`src/rtl/sparse_weight_compressor.sv`:
```
// sparse_weight_compressor: prunes dense groups of n unsigned weights down to
// the nnz largest, packs them by ascending index with a keep bitmask, and
// queues the result in a first-word-fall-through FIFO. Upstream flow control
// is credit based, so the two pipeline stages never stall.
module sparse_weight_compressor #(
  parameter int bw         = 4,
  parameter int nnz        = 2,
  parameter int n          = 4,
  parameter int FIFO_DEPTH = 4,
  parameter int CNT_BW     = 16
) (
  input  logic                  clk,
  input  logic                  reset,
  input  logic                  in_valid,
  output logic                  in_ready,
  input  logic [n*bw-1:0]       dense_flat,
  input  logic                  in_last,
  output logic                  out_valid,
  input  logic                  out_ready,
  output logic [nnz*bw-1:0]     weights_flat,
  output logic [n-1:0]          w_index,
  output logic                  out_last,
  output logic [CNT_BW-1:0]     dropped_nz,
  output logic                  busy
);

  localparam int PTR_W = (FIFO_DEPTH > 1) ? $clog2(FIFO_DEPTH) : 1;
  localparam int OCC_W = PTR_W + 1;
  localparam int NZ_W  = $clog2(n + 1);
  localparam int ENT_W = nnz * bw + n + 1;

  // Keep mask: a position survives when fewer than nnz positions outrank it.
  // A position is outranked by a strictly larger weight, or by an equal
  // weight at a lower index, so ties always resolve toward index 0.
  function automatic logic [n-1:0] f_keep_mask(input logic [n*bw-1:0] d);
    logic [n-1:0] m;
    int           rank;
    m = '0;
    for (int k = 0; k < n; k++) begin
      rank = 0;
      for (int j = 0; j < n; j++) begin
        if ((d[j*bw +: bw] > d[k*bw +: bw]) ||
            ((d[j*bw +: bw] == d[k*bw +: bw]) && (j < k))) begin
          rank = rank + 1;
        end else begin
          rank = rank;
        end
      end
      m[k] = (rank < nnz);
    end
    return m;
  endfunction

  // Pack kept weights into consecutive fields, lowest kept index first.
  function automatic logic [nnz*bw-1:0] f_pack(input logic [n*bw-1:0] d,
                                               input logic [n-1:0]    m);
    logic [nnz*bw-1:0] p;
    int                slot;
    p    = '0;
    slot = 0;
    for (int k = 0; k < n; k++) begin
      if (m[k] && (slot < nnz)) begin
        p[slot*bw +: bw] = d[k*bw +: bw];
        slot             = slot + 1;
      end else begin
        slot = slot;
      end
    end
    return p;
  endfunction

  // Number of nonzero weights that the mask throws away.
  function automatic logic [NZ_W-1:0] f_nz_dropped(input logic [n*bw-1:0] d,
                                                   input logic [n-1:0]    m);
    logic [NZ_W-1:0] c;
    c = '0;
    for (int k = 0; k < n; k++) begin
      if (!m[k] && (d[k*bw +: bw] != {bw{1'b0}})) begin
        c = c + NZ_W'(1);
      end else begin
        c = c;
      end
    end
    return c;
  endfunction

  // Stage S1 state
  logic              r_s1_valid;
  logic [n*bw-1:0]   r_s1_dense;
  logic              r_s1_last;

  // Stage S2 state
  logic              r_s2_valid;
  logic [nnz*bw-1:0] r_s2_weights;
  logic [n-1:0]      r_s2_index;
  logic              r_s2_last;
  logic [NZ_W-1:0]   r_s2_nz;

  // Output FIFO state
  logic [ENT_W-1:0]  r_mem [FIFO_DEPTH];
  logic [PTR_W-1:0]  r_wr_ptr;
  logic [PTR_W-1:0]  r_rd_ptr;
  logic [OCC_W-1:0]  r_occ;

  logic [CNT_BW-1:0] r_dropped;

  // Combinational helpers
  logic              w_in_fire;
  logic              w_push;
  logic              w_pop;
  logic [OCC_W:0]    w_credit_sum;
  logic [n-1:0]      w_s1_mask;
  logic [nnz*bw-1:0] w_s1_pack;
  logic [NZ_W-1:0]   w_s1_nz;
  logic [CNT_BW:0]   w_cnt_sum;
  logic [CNT_BW-1:0] w_cnt_next;
  logic [OCC_W-1:0]  w_occ_next;

  // Credit check counts every group already committed downstream; an output
  // transfer this cycle only frees a credit once the occupancy register drops.
  always_comb begin
    w_credit_sum = {1'b0, r_occ} + (OCC_W+1)'(r_s1_valid) + (OCC_W+1)'(r_s2_valid);
    in_ready     = (w_credit_sum < (OCC_W+1)'(FIFO_DEPTH));
    w_in_fire    = in_valid && in_ready;
    out_valid    = (r_occ != '0);
    w_pop        = out_valid && out_ready;
    w_push       = r_s2_valid;
    busy         = r_s1_valid || r_s2_valid || (r_occ != '0);
    dropped_nz   = r_dropped;
  end

  // Rank and pack the captured group ahead of the S2 register.
  always_comb begin
    w_s1_mask = f_keep_mask(r_s1_dense);
    w_s1_pack = f_pack(r_s1_dense, w_s1_mask);
    w_s1_nz   = f_nz_dropped(r_s1_dense, w_s1_mask);
  end

  // Stage S1: capture the dense group on an input transfer.
  always_ff @(posedge clk or posedge reset) begin
    if (reset) begin
      r_s1_valid <= 1'b0;
      r_s1_dense <= '0;
      r_s1_last  <= 1'b0;
    end else begin
      r_s1_valid <= w_in_fire;
      if (w_in_fire) begin
        r_s1_dense <= dense_flat;
        r_s1_last  <= in_last;
      end else begin
        r_s1_dense <= r_s1_dense;
        r_s1_last  <= r_s1_last;
      end
    end
  end

  // Stage S2: register the packed result; it moves into the FIFO next edge.
  always_ff @(posedge clk or posedge reset) begin
    if (reset) begin
      r_s2_valid   <= 1'b0;
      r_s2_weights <= '0;
      r_s2_index   <= '0;
      r_s2_last    <= 1'b0;
      r_s2_nz      <= '0;
    end else begin
      r_s2_valid <= r_s1_valid;
      if (r_s1_valid) begin
        r_s2_weights <= w_s1_pack;
        r_s2_index   <= w_s1_mask;
        r_s2_last    <= r_s1_last;
        r_s2_nz      <= w_s1_nz;
      end else begin
        r_s2_weights <= r_s2_weights;
        r_s2_index   <= r_s2_index;
        r_s2_last    <= r_s2_last;
        r_s2_nz      <= r_s2_nz;
      end
    end
  end

  // Saturating add of the dropped-nonzero count for the group entering the FIFO.
  always_comb begin
    w_cnt_sum = {1'b0, r_dropped} + (CNT_BW+1)'(r_s2_nz);
    if (w_cnt_sum[CNT_BW]) begin
      w_cnt_next = '1;
    end else begin
      w_cnt_next = w_cnt_sum[CNT_BW-1:0];
    end
  end

  // Dropped-nonzero counter, advanced only when an S2 result is written.
  always_ff @(posedge clk or posedge reset) begin
    if (reset) begin
      r_dropped <= '0;
    end else if (w_push) begin
      r_dropped <= w_cnt_next;
    end else begin
      r_dropped <= r_dropped;
    end
  end

  // Next occupancy; simultaneous write and read leaves it unchanged.
  always_comb begin
    case ({w_push, w_pop})
      2'b10:   w_occ_next = r_occ + OCC_W'(1);
      2'b01:   w_occ_next = r_occ - OCC_W'(1);
      default: w_occ_next = r_occ;
    endcase
  end

  // FIFO pointers and occupancy; pointers wrap naturally at the power-of-two depth.
  always_ff @(posedge clk or posedge reset) begin
    if (reset) begin
      r_wr_ptr <= '0;
      r_rd_ptr <= '0;
      r_occ    <= '0;
    end else begin
      r_occ <= w_occ_next;
      if (w_push) begin
        r_wr_ptr <= r_wr_ptr + PTR_W'(1);
      end else begin
        r_wr_ptr <= r_wr_ptr;
      end
      if (w_pop) begin
        r_rd_ptr <= r_rd_ptr + PTR_W'(1);
      end else begin
        r_rd_ptr <= r_rd_ptr;
      end
    end
  end

  // FIFO storage; contents are don't-care until written, outputs gate on occupancy.
  always_ff @(posedge clk) begin
    if (w_push) begin
      r_mem[r_wr_ptr] <= {r_s2_weights, r_s2_index, r_s2_last};
    end else begin
      r_mem[r_wr_ptr] <= r_mem[r_wr_ptr];
    end
  end

  // Head of the FIFO drives the outputs; an empty FIFO presents zeros.
  always_comb begin
    if (r_occ != '0) begin
      {weights_flat, w_index, out_last} = r_mem[r_rd_ptr];
    end else begin
      {weights_flat, w_index, out_last} = '0;
    end
  end

endmodule

```
`config.mk`:
```
export PLATFORM = sky130hd
export DESIGN_NAME = sparse_weight_compressor
export DESIGN_NICKNAME = d
export VERILOG_FILES = /design/src/rtl/sparse_weight_compressor.sv
export SDC_FILE = /design/constraint.sdc
export NUM_CORES = 1
export LEC_CHECK = 0
export CAP_MARGIN = 20
export CORE_ASPECT_RATIO = 0.5
export CORE_MARGIN = 4
export CORE_UTILIZATION = 60
export CTS_CLUSTER_SIZE = 28
export DETAILED_ROUTE_END_ITERATION = 12
export PLACE_DENSITY = 0.83
export SYNTH_ARGS = -nofsm -noshare
export SYNTH_HDL_FRONTEND = slang
export SYNTH_SLANG_ARGS = --single-unit
```
`constraint.sdc`:
```
create_clock -name clk -period 11.35 [get_ports clk]
set_clock_uncertainty 0.1 [all_clocks]
set_input_delay 2.8375 -clock clk [delete_from_list [all_inputs] [get_ports clk]]
set_output_delay 2.8375 -clock clk [all_outputs]
set_load 0.005 [all_outputs]
```
### Yosys cells after proc, flatten, opt, wreduce, memory -nomap -nowiden

Memory sizes are Yosys's and may differ from the RTL's.
Index checks and enable logic that the tools add are counted.

* bits in registers: 58
* RAM bits: 52
* input bits: 21
* output and inout bits: 32
* logic and storage cells: 147
* memories kept: 1

Memories
* r_mem: words 4, width 13, read ports 1, clocked after memory_dff 0, write ports 1, RTL line 100 `logic [ENT_W-1:0] r_mem [FIFO_DEPTH];`

* $add $sub $neg: 27
* order comparisons: 24
* eq/ne operators: 9
* shift-type cells: 6
* muxes and demuxes: 39
* bitwise gates (word level): 1
* reductions and logical operators: 28

Operators with widths (count)
* $mux W32: 9
* $add A32 B2 Y32 const B: 7
* $lt A32 B3 Y1 const B: 6
* $shift A4 B33 Y8 const A: 3
* $shiftx A4 B33 Y8: 3
* $neg A32 Y33: 2
* $gt A4 B4 Y1: 16
* $neg A3 Y33: 1
* $mux W8: 4
* $bwmux W8: 3
* $eq A4 B4 Y1: 6
* $add A16 B3 Y17: 1
* $mux W16: 1
* $reduce_bool A4 Y1: 4
* $mux W13: 1
* $add A3 B1 Y3 const B: 4
* $mux W3: 4
* $mux W4: 3
* $mux W1: 10
* $logic_and A1 B1 Y1: 9
* $add A1 B1 Y2 const B: 4
* $logic_or A1 B1 Y1: 8
* $add A2 B1 Y3 const B: 2
* $mux W2: 3
* other kinds (16): 20

### Depth between registers and ports, before layout

Gate-level depths: netlist (run 1).

* depth after elaboration: 20
* gate-level depth with buffers: 21
* depth with buffers taken out: 21

### Worst setup path before layout (run 1)

No wires, ideal clock.

* kind: register to output
* start point: reg r_rd_ptr[0]
* end point: out w_index[0]
* arrival time: 1.631 ns
* required time: 8.413 ns
* path slack: 6.781 ns
* stages on the path, launching flop included: 5
* path buffers: 2
* cell sequence: dfrtp_1 -> clkbuf_1 -> buf_2 -> mux4_2 -> and2_1

* word-level cells in the longest chain between the ends: 2

RTL lines
* start, declared: RTL line 102 `logic [PTR_W-1:0] r_rd_ptr;`
* start signal, assigned: RTL line 225 `r_rd_ptr <= r_rd_ptr + PTR_W'(1);`
* start signal, assigned: RTL line 227 `r_rd_ptr <= r_rd_ptr;`
* $mem_v2 Z4 W13
* $mux W4: RTL line 243 `if (r_occ != '0) begin`
* end, declared: RTL line 21 `output logic [n-1:0] w_index,`

Every way passes these cells.

### Final worst setup path (run 1)

* start point: reg r_rd_ptr[0]
* end point: out weights_flat[0]

* word-level cells in the longest chain between the ends: 2

RTL lines
* $mem_v2 Z4 W13
* $mux W8: RTL line 243
* end, declared: RTL line 20 `output logic [nnz*bw-1:0] weights_flat,`

Every way passes these cells.

==> results.yml, run 1 <==
detailed_routing:
  route.detailed.drc: 0
  wl_per_cell_um: 17.2
  dr.pass1.iters: 5
  vias: 3825
  drtIter0Drc: 237
  drt_wl_total_um: 11400
  detail_route.vias_per_cell: 5.76
  antenna_left: 0
synthesis:
  synthTopCellsByArea: "edfxtp_1 (27%), dfrtp_1 (25%), ha_1 (10%), mux4_2 (5.1%), nand2_1 (2.9%)"
  netlist.area_leader.share_pct: 27.0
  ys.flop_type: "dfrtp_1"
  synthArstFlopShare_pct: 52.7
  synth_top_area_cell: "edfxtp_1"
  yosys_warnings: 0
  yosysSeqAreaShare_pct: 52.0
  synth.distinct_cells: 60
  ys_seq_elements: 110
  syn-num-nets: 544
  synth_edf_count: 52
  synth_cells: 473
  syn_avg_cell_area_um2: 12.2
  syn_area_mm2: 0.00579
worst_setup_path:
  endpoint_kind: "primary output"
  start_kind: "register"
  reg2reg_slack_ps: 6620
  cp.required_ps: 8410
  worstPathArrival_ps: 2510
  r2r_cells: 20
  cp_max_fo: 15
  rr_startpoint: "r_s1_dense[6]"
  reg2reg_to: "r_s2_weights[0]"
  critPathKind: "reg2out"
finish:
  syn_to_final_growth_pct: 16.1
  drive_above_1_share_pct: 10.2
  fin_nets: 595
  diodes: 0
clocking:
  insertion_delay_ps: 350
  ctsHoldBuffers: 0
  cts_root_buffer: "clkbuf_16"
  htree_levels: 3
  clkTransAtPathRegs_ps: 80
  cts_made_buffers: 9
  cts_tree: "built"
  cts_sinks: 110
  post_cts_buffers: 0
  cts_resized: 0
  clk_path_buf_depth: 2
floorplanning:
  die_area_mm2: 0.0114
  num_rows: 25
  ios: 53
  core_area_mm2: 0.00942
  start_util_pct: 61.5
  die_height_um: 77.5
  die_width_um: 147
grt:
  first_global_vias: 3717
  groute.usage.overall_pct: 21.0
  grt_max_degree: 59
  antenna_found_initial: 0
  grt_pass1_wl_um: 18600
  gr-total-overflow: 0
placement:
  dp_hpwl_um: 8310
  gp_congestion: 0.886
  port_buffers: 52
timing:
  maxSlewViolCount: 0
  worstMarginPinSlew_ps: 918
  fmax_ghz: 0.184
  min_period_over_period_pct: 48.0
  grt_setup_unrepaired: "no"
  timing.slew.headroom_pct: 38.8
  setup_viol: 0
  tns_ps: 0
  hold_viol: 0
  min_period_ps: 5450
outcome:
  outcome: "complete, no violations"
worst_hold_path:
  hold_class: "reg2reg"
  worstHoldEndpoint: "r_occ[2]"
  hold_path_depth: 1
  hp-start: "r_occ[2]"
job:
  maxCapViolCount: 0
layout by cell type, fill, tap and decap left out, types with 3 or more instances in the layout:
cell type and count:
nand3_1 11, mux2i_1 3, a21oi_1 16, nand2b_1 4, nand2_1 45, a21o_1 4
a22o_1 4, mux2_2 9, xnor2_1 9, nand4_1 5, and2_1 19, o22ai_1 3
a221o_1 4, nor2_1 13, dfrtp_1 58, a31oi_1 8, inv_1 43, o21ai_0 22
nor4bb_1 3, nor2b_1 6, xor2_1 9, edfxtp_1 52, nor3_1 5, fa_1 3
ha_1 47, clkbuf_16 9, clkdlybuf4s50_1 52, mux4_2 13, inv_8 3
sequential cells by signal, indices dropped and copies added, names as in the netlist:
| name | count |
|---|---|
| r_s2_weights | 8 |
| r_s1_dense | 16 |
| r_mem | 52 |
| r_occ | 3 |
| r_s2_nz | 3 |
| dropped_nz | 16 |
| r_s2_last | 1 |
| r_s2_index | 4 |
| r_s1_last | 1 |
| r_s2_valid | 1 |
| r_wr_ptr | 2 |
| r_rd_ptr | 2 |
| r_s1_valid | 1 |
how the worst max path moves through the flow:
stage	from	end	slack, ps
4_1_cts	r_rd_ptr[0]	weights_flat[0]	5850
6_report	r_rd_ptr[0]	weights_flat[0]	5900
5_1_grt	r_rd_ptr[0]	weights_flat[2]	5690
3_3_place_gp	r_rd_ptr[0]	out_last	6280
2_1_floorplan	r_rd_ptr[0]	w_index[0]	6780
3_5_place_dp	r_rd_ptr[0]	weights_flat[0]	6230
synth_stat cells (4+ instances only):
library cell / n
nand2_1: 45
clkbuf_1: 10
mux2_2: 9
o21ai_0: 22
nand3_1: 11
inv_1: 44
nor3_1: 5
a21oi_1: 16
dfrtp_1: 58
a21o_1: 4
ha_1: 47
a31oi_1: 8
and2_1: 19
nand4_1: 5
xor2_1: 9
a221o_1: 4
nand2b_1: 4
nor2b_1: 6
nor2_1: 13
edfxtp_1: 52
mux4_2: 13
xnor2_1: 9
a22o_1: 4
cell families (layout without fill, tap and decap cells):
group / after synthesis / after routing / share of synthesized area, %
buf+inv: 57 / 113 / 3.76
xor+xnor: 19 / 19 / 3.00
mux: 26 / 26 / 7.71
fa+ha+maj: 51 / 51 / 11.4
flops: 110 / 110 / 52.0
simple gates: 130 / 130 / 12.9
compound gates: 79 / 79 / 9.20
other cells: 1 / 1 / 0.0647
critical path, cell delays in order (launching register included):
cell             delay (ps)
dfrtp_1                 950
mux4_2                  580
and2_1                  170
clkdlybuf4s50_1         460
per-layer routing:
metal / vias to the layer above / routed length, um / GRT usage [%] / share of wire, %
met4: 0 / 247 / 7.62 / 2.2
met3: 28 / 592 / 4.38 / 5.2
met1: 1880 / 5250 / 27.9 / 46
met2: 116 / 5330 / 34.8 / 47
met5: - / 0 / 0 / 0
li1: 1801 / - / - / -
per-stage QoR:
stage          worst slack (ps)  cell area [um2]  util, %  cells  hold WS [ps]
6_report                   5900             6720     71.4    664           400
2_1_floorplan              6780             5790        -    473           356
4_1_cts                    5850             6720     71.4    664           401
3_5_place_dp               6230             6440     68.4    648           387
5_1_grt                    5690             6720     71.4    664           432
3_3_place_gp               6280             6440     68.4    648           381
area by class of cell:
type	count	area (um2)
Sequential cell	110	3010
Fill cell	649	2690
Multi-Input combinational cell	306	2560
Timing Repair Buffer	53	528
Clock buffer	9	225
Tap cell	135	169
Inverter	44	165
Clock inverter	7	61.3
Power of run 1 is left out: the tool's default activity adds up to more than one toggle a clock period on the data nets, which glitch-free logic cannot reach.
==> run 2, diff against run 1 <==
CORE_UTILIZATION = 58   (was 60)
PLACE_DENSITY = 0.8   (was 0.83)
clock period = 5.7 ns   (was 11.35 ns; I/O delays follow)
==> run 2 against run 1 <==
Compared with the run above: sequential share of layout area unchanged; largest cell class unchanged; setup slack worse by 4800 ps; count of clock-buffer cells in the layout up 1; via count down 1.1%; critical endpoint is now r_s2_weights[3].
==> results.yml, run 2 (synthesized netlist as in run 1, its figures left out) <==
outcome:
  outcome: "complete, no violations"
worst_setup_path:
  reg2reg_slack_ps: 1050
  start_kind: "register"
  rr_startpoint: "r_s1_dense[7]"
  cp_max_fo: 6
  critPathKind: "reg2reg"
  worstPathArrival_ps: 4760
  endpoint_kind: "register"
  cp.required_ps: 5810
  r2r_cells: 20
  reg2reg_to: "r_s2_weights[3]"
detailed_routing:
  dr.pass1.iters: 5
  route.detailed.drc: 0
  drt_wl_total_um: 11800
  drtIter0Drc: 280
  vias: 3783
  wl_per_cell_um: 17.7
  antenna_left: 0
  detail_route.vias_per_cell: 5.70
clocking:
  htree_levels: 3
  insertion_delay_ps: 350
  ctsHoldBuffers: 0
  cts_tree: "built"
  cts_sinks: 110
  post_cts_buffers: 0
  cts_made_buffers: 9
  clkTransAtPathRegs_ps: 70
  cts_root_buffer: "clkbuf_16"
  cts_resized: 0
  clk_path_buf_depth: 2
grt:
  grt_max_degree: 59
  gr-total-overflow: 0
  antenna_found_initial: 0
  first_global_vias: 3769
  groute.usage.overall_pct: 21.4
  grt_pass1_wl_um: 19300
timing:
  worstMarginPinSlew_ps: 907
  min_period_over_period_pct: 81.5
  tns_ps: 0
  fmax_ghz: 0.215
  hold_viol: 0
  maxSlewViolCount: 0
  timing.slew.headroom_pct: 39.5
  setup_viol: 0
  grt_setup_unrepaired: "no"
  min_period_ps: 4650
finish:
  fin_nets: 595
  nFillCells: 702
  diodes: 0
  drive_above_1_share_pct: 10.2
  layout_commonest_cell: "dfrtp_1"
  layout_common_cells: "dfrtp_1 (58), clkdlybuf4s50_1 (52), edfxtp_1 (52)"
  syn_to_final_growth_pct: 16.1
  largest_register_ffs: 52
  max_flop_register: "r_mem"
placement:
  port_buffers: 52
  gp_congestion: 0.949
  dp_hpwl_um: 8490
floorplanning:
  die_width_um: 149
  start_util_pct: 60.5
  core_area_mm2: 0.00957
  die_height_um: 78.7
  num_rows: 25
  ios: 53
  die_area_mm2: 0.0117
worst_hold_path:
  worstHoldEndpoint: "r_occ[2]"
  hp-start: "r_occ[2]"
  hold_path_depth: 1
  hold_class: "reg2reg"
job:
  maxCapViolCount: 0
-- run 2: changes by cell type in the layout (fill, tap and decap cells not counted) --
cell / delta
inv_6: +2
inv_8: -1
clkinv_1: -1
clkinv_4: +1
clkbuf_1: +1
clkinvlp_4: -2
-- run 2: area by class of cell --
class                      instances  area [um2]  area share [%]
clock buffer                      10         229            3.41
clock inverter                     6        57.6           0.856
inverter                          44         165            2.46
multi-input combinational        306        2560            38.1
sequential                       110        3010            44.8
tap                              135         169            2.51
timing repair buffer              53         528            7.85
-- run 2: per-layer routing --
metal / wire length [um] / global-route usage [%] / up-vias
met5: 0 / 0 / -
met4: 222 / 7.21 / 0
met3: 637 / 5.02 / 21
met2: 5530 / 34.3 / 110
met1: 5380 / 28.9 / 1839
li1: - / - / 1813
-- run 2: metrics by stage --
step	instances	area, um2	utilization [%]	worst slack, ps	hold slack (ps)
finish	664	6720	70.2	1050	407
global route	664	6720	70.2	631	426
CTS	664	6720	70.2	1080	401
detailed placement	648	6440	67.2	1140	388
global placement	648	6440	67.2	1290	382
floorplan	473	5790	-	1550	356
-- run 2: how the worst max path moves through the flow --
stage                       start               to  slack (ps)  depth (start not counted)
global route        r_s1_dense[7]  r_s2_weights[3]         630                         20
finish              r_s1_dense[7]  r_s2_weights[3]        1050                         20
detailed placement  r_s1_dense[6]  r_s2_weights[2]        1140                         20
CTS                 r_s1_dense[7]  r_s2_weights[3]        1080                         20
global placement    r_s1_dense[7]  r_s2_weights[1]        1290                         19
floorplan           r_s1_dense[9]  r_s2_weights[1]        1550                         19
-- run 2: critical path: stages (launching register included) --
cell	delay, ps
dfrtp_1	460
inv_1	90
ha_1	320
nand2_1	60
o21ai_0	250
a41o_1	180
inv_1	60
ha_1	190
nor3_1	220
nor2_2	100
ha_1	280
nor3_4	240
inv_1	80
fa_1	520
ha_1	150
inv_1	40
ha_1	280
nor4b_1	410
nand3_1	210
o22ai_1	190
a31oi_1	70
Power of run 2 is left out for the same reason.
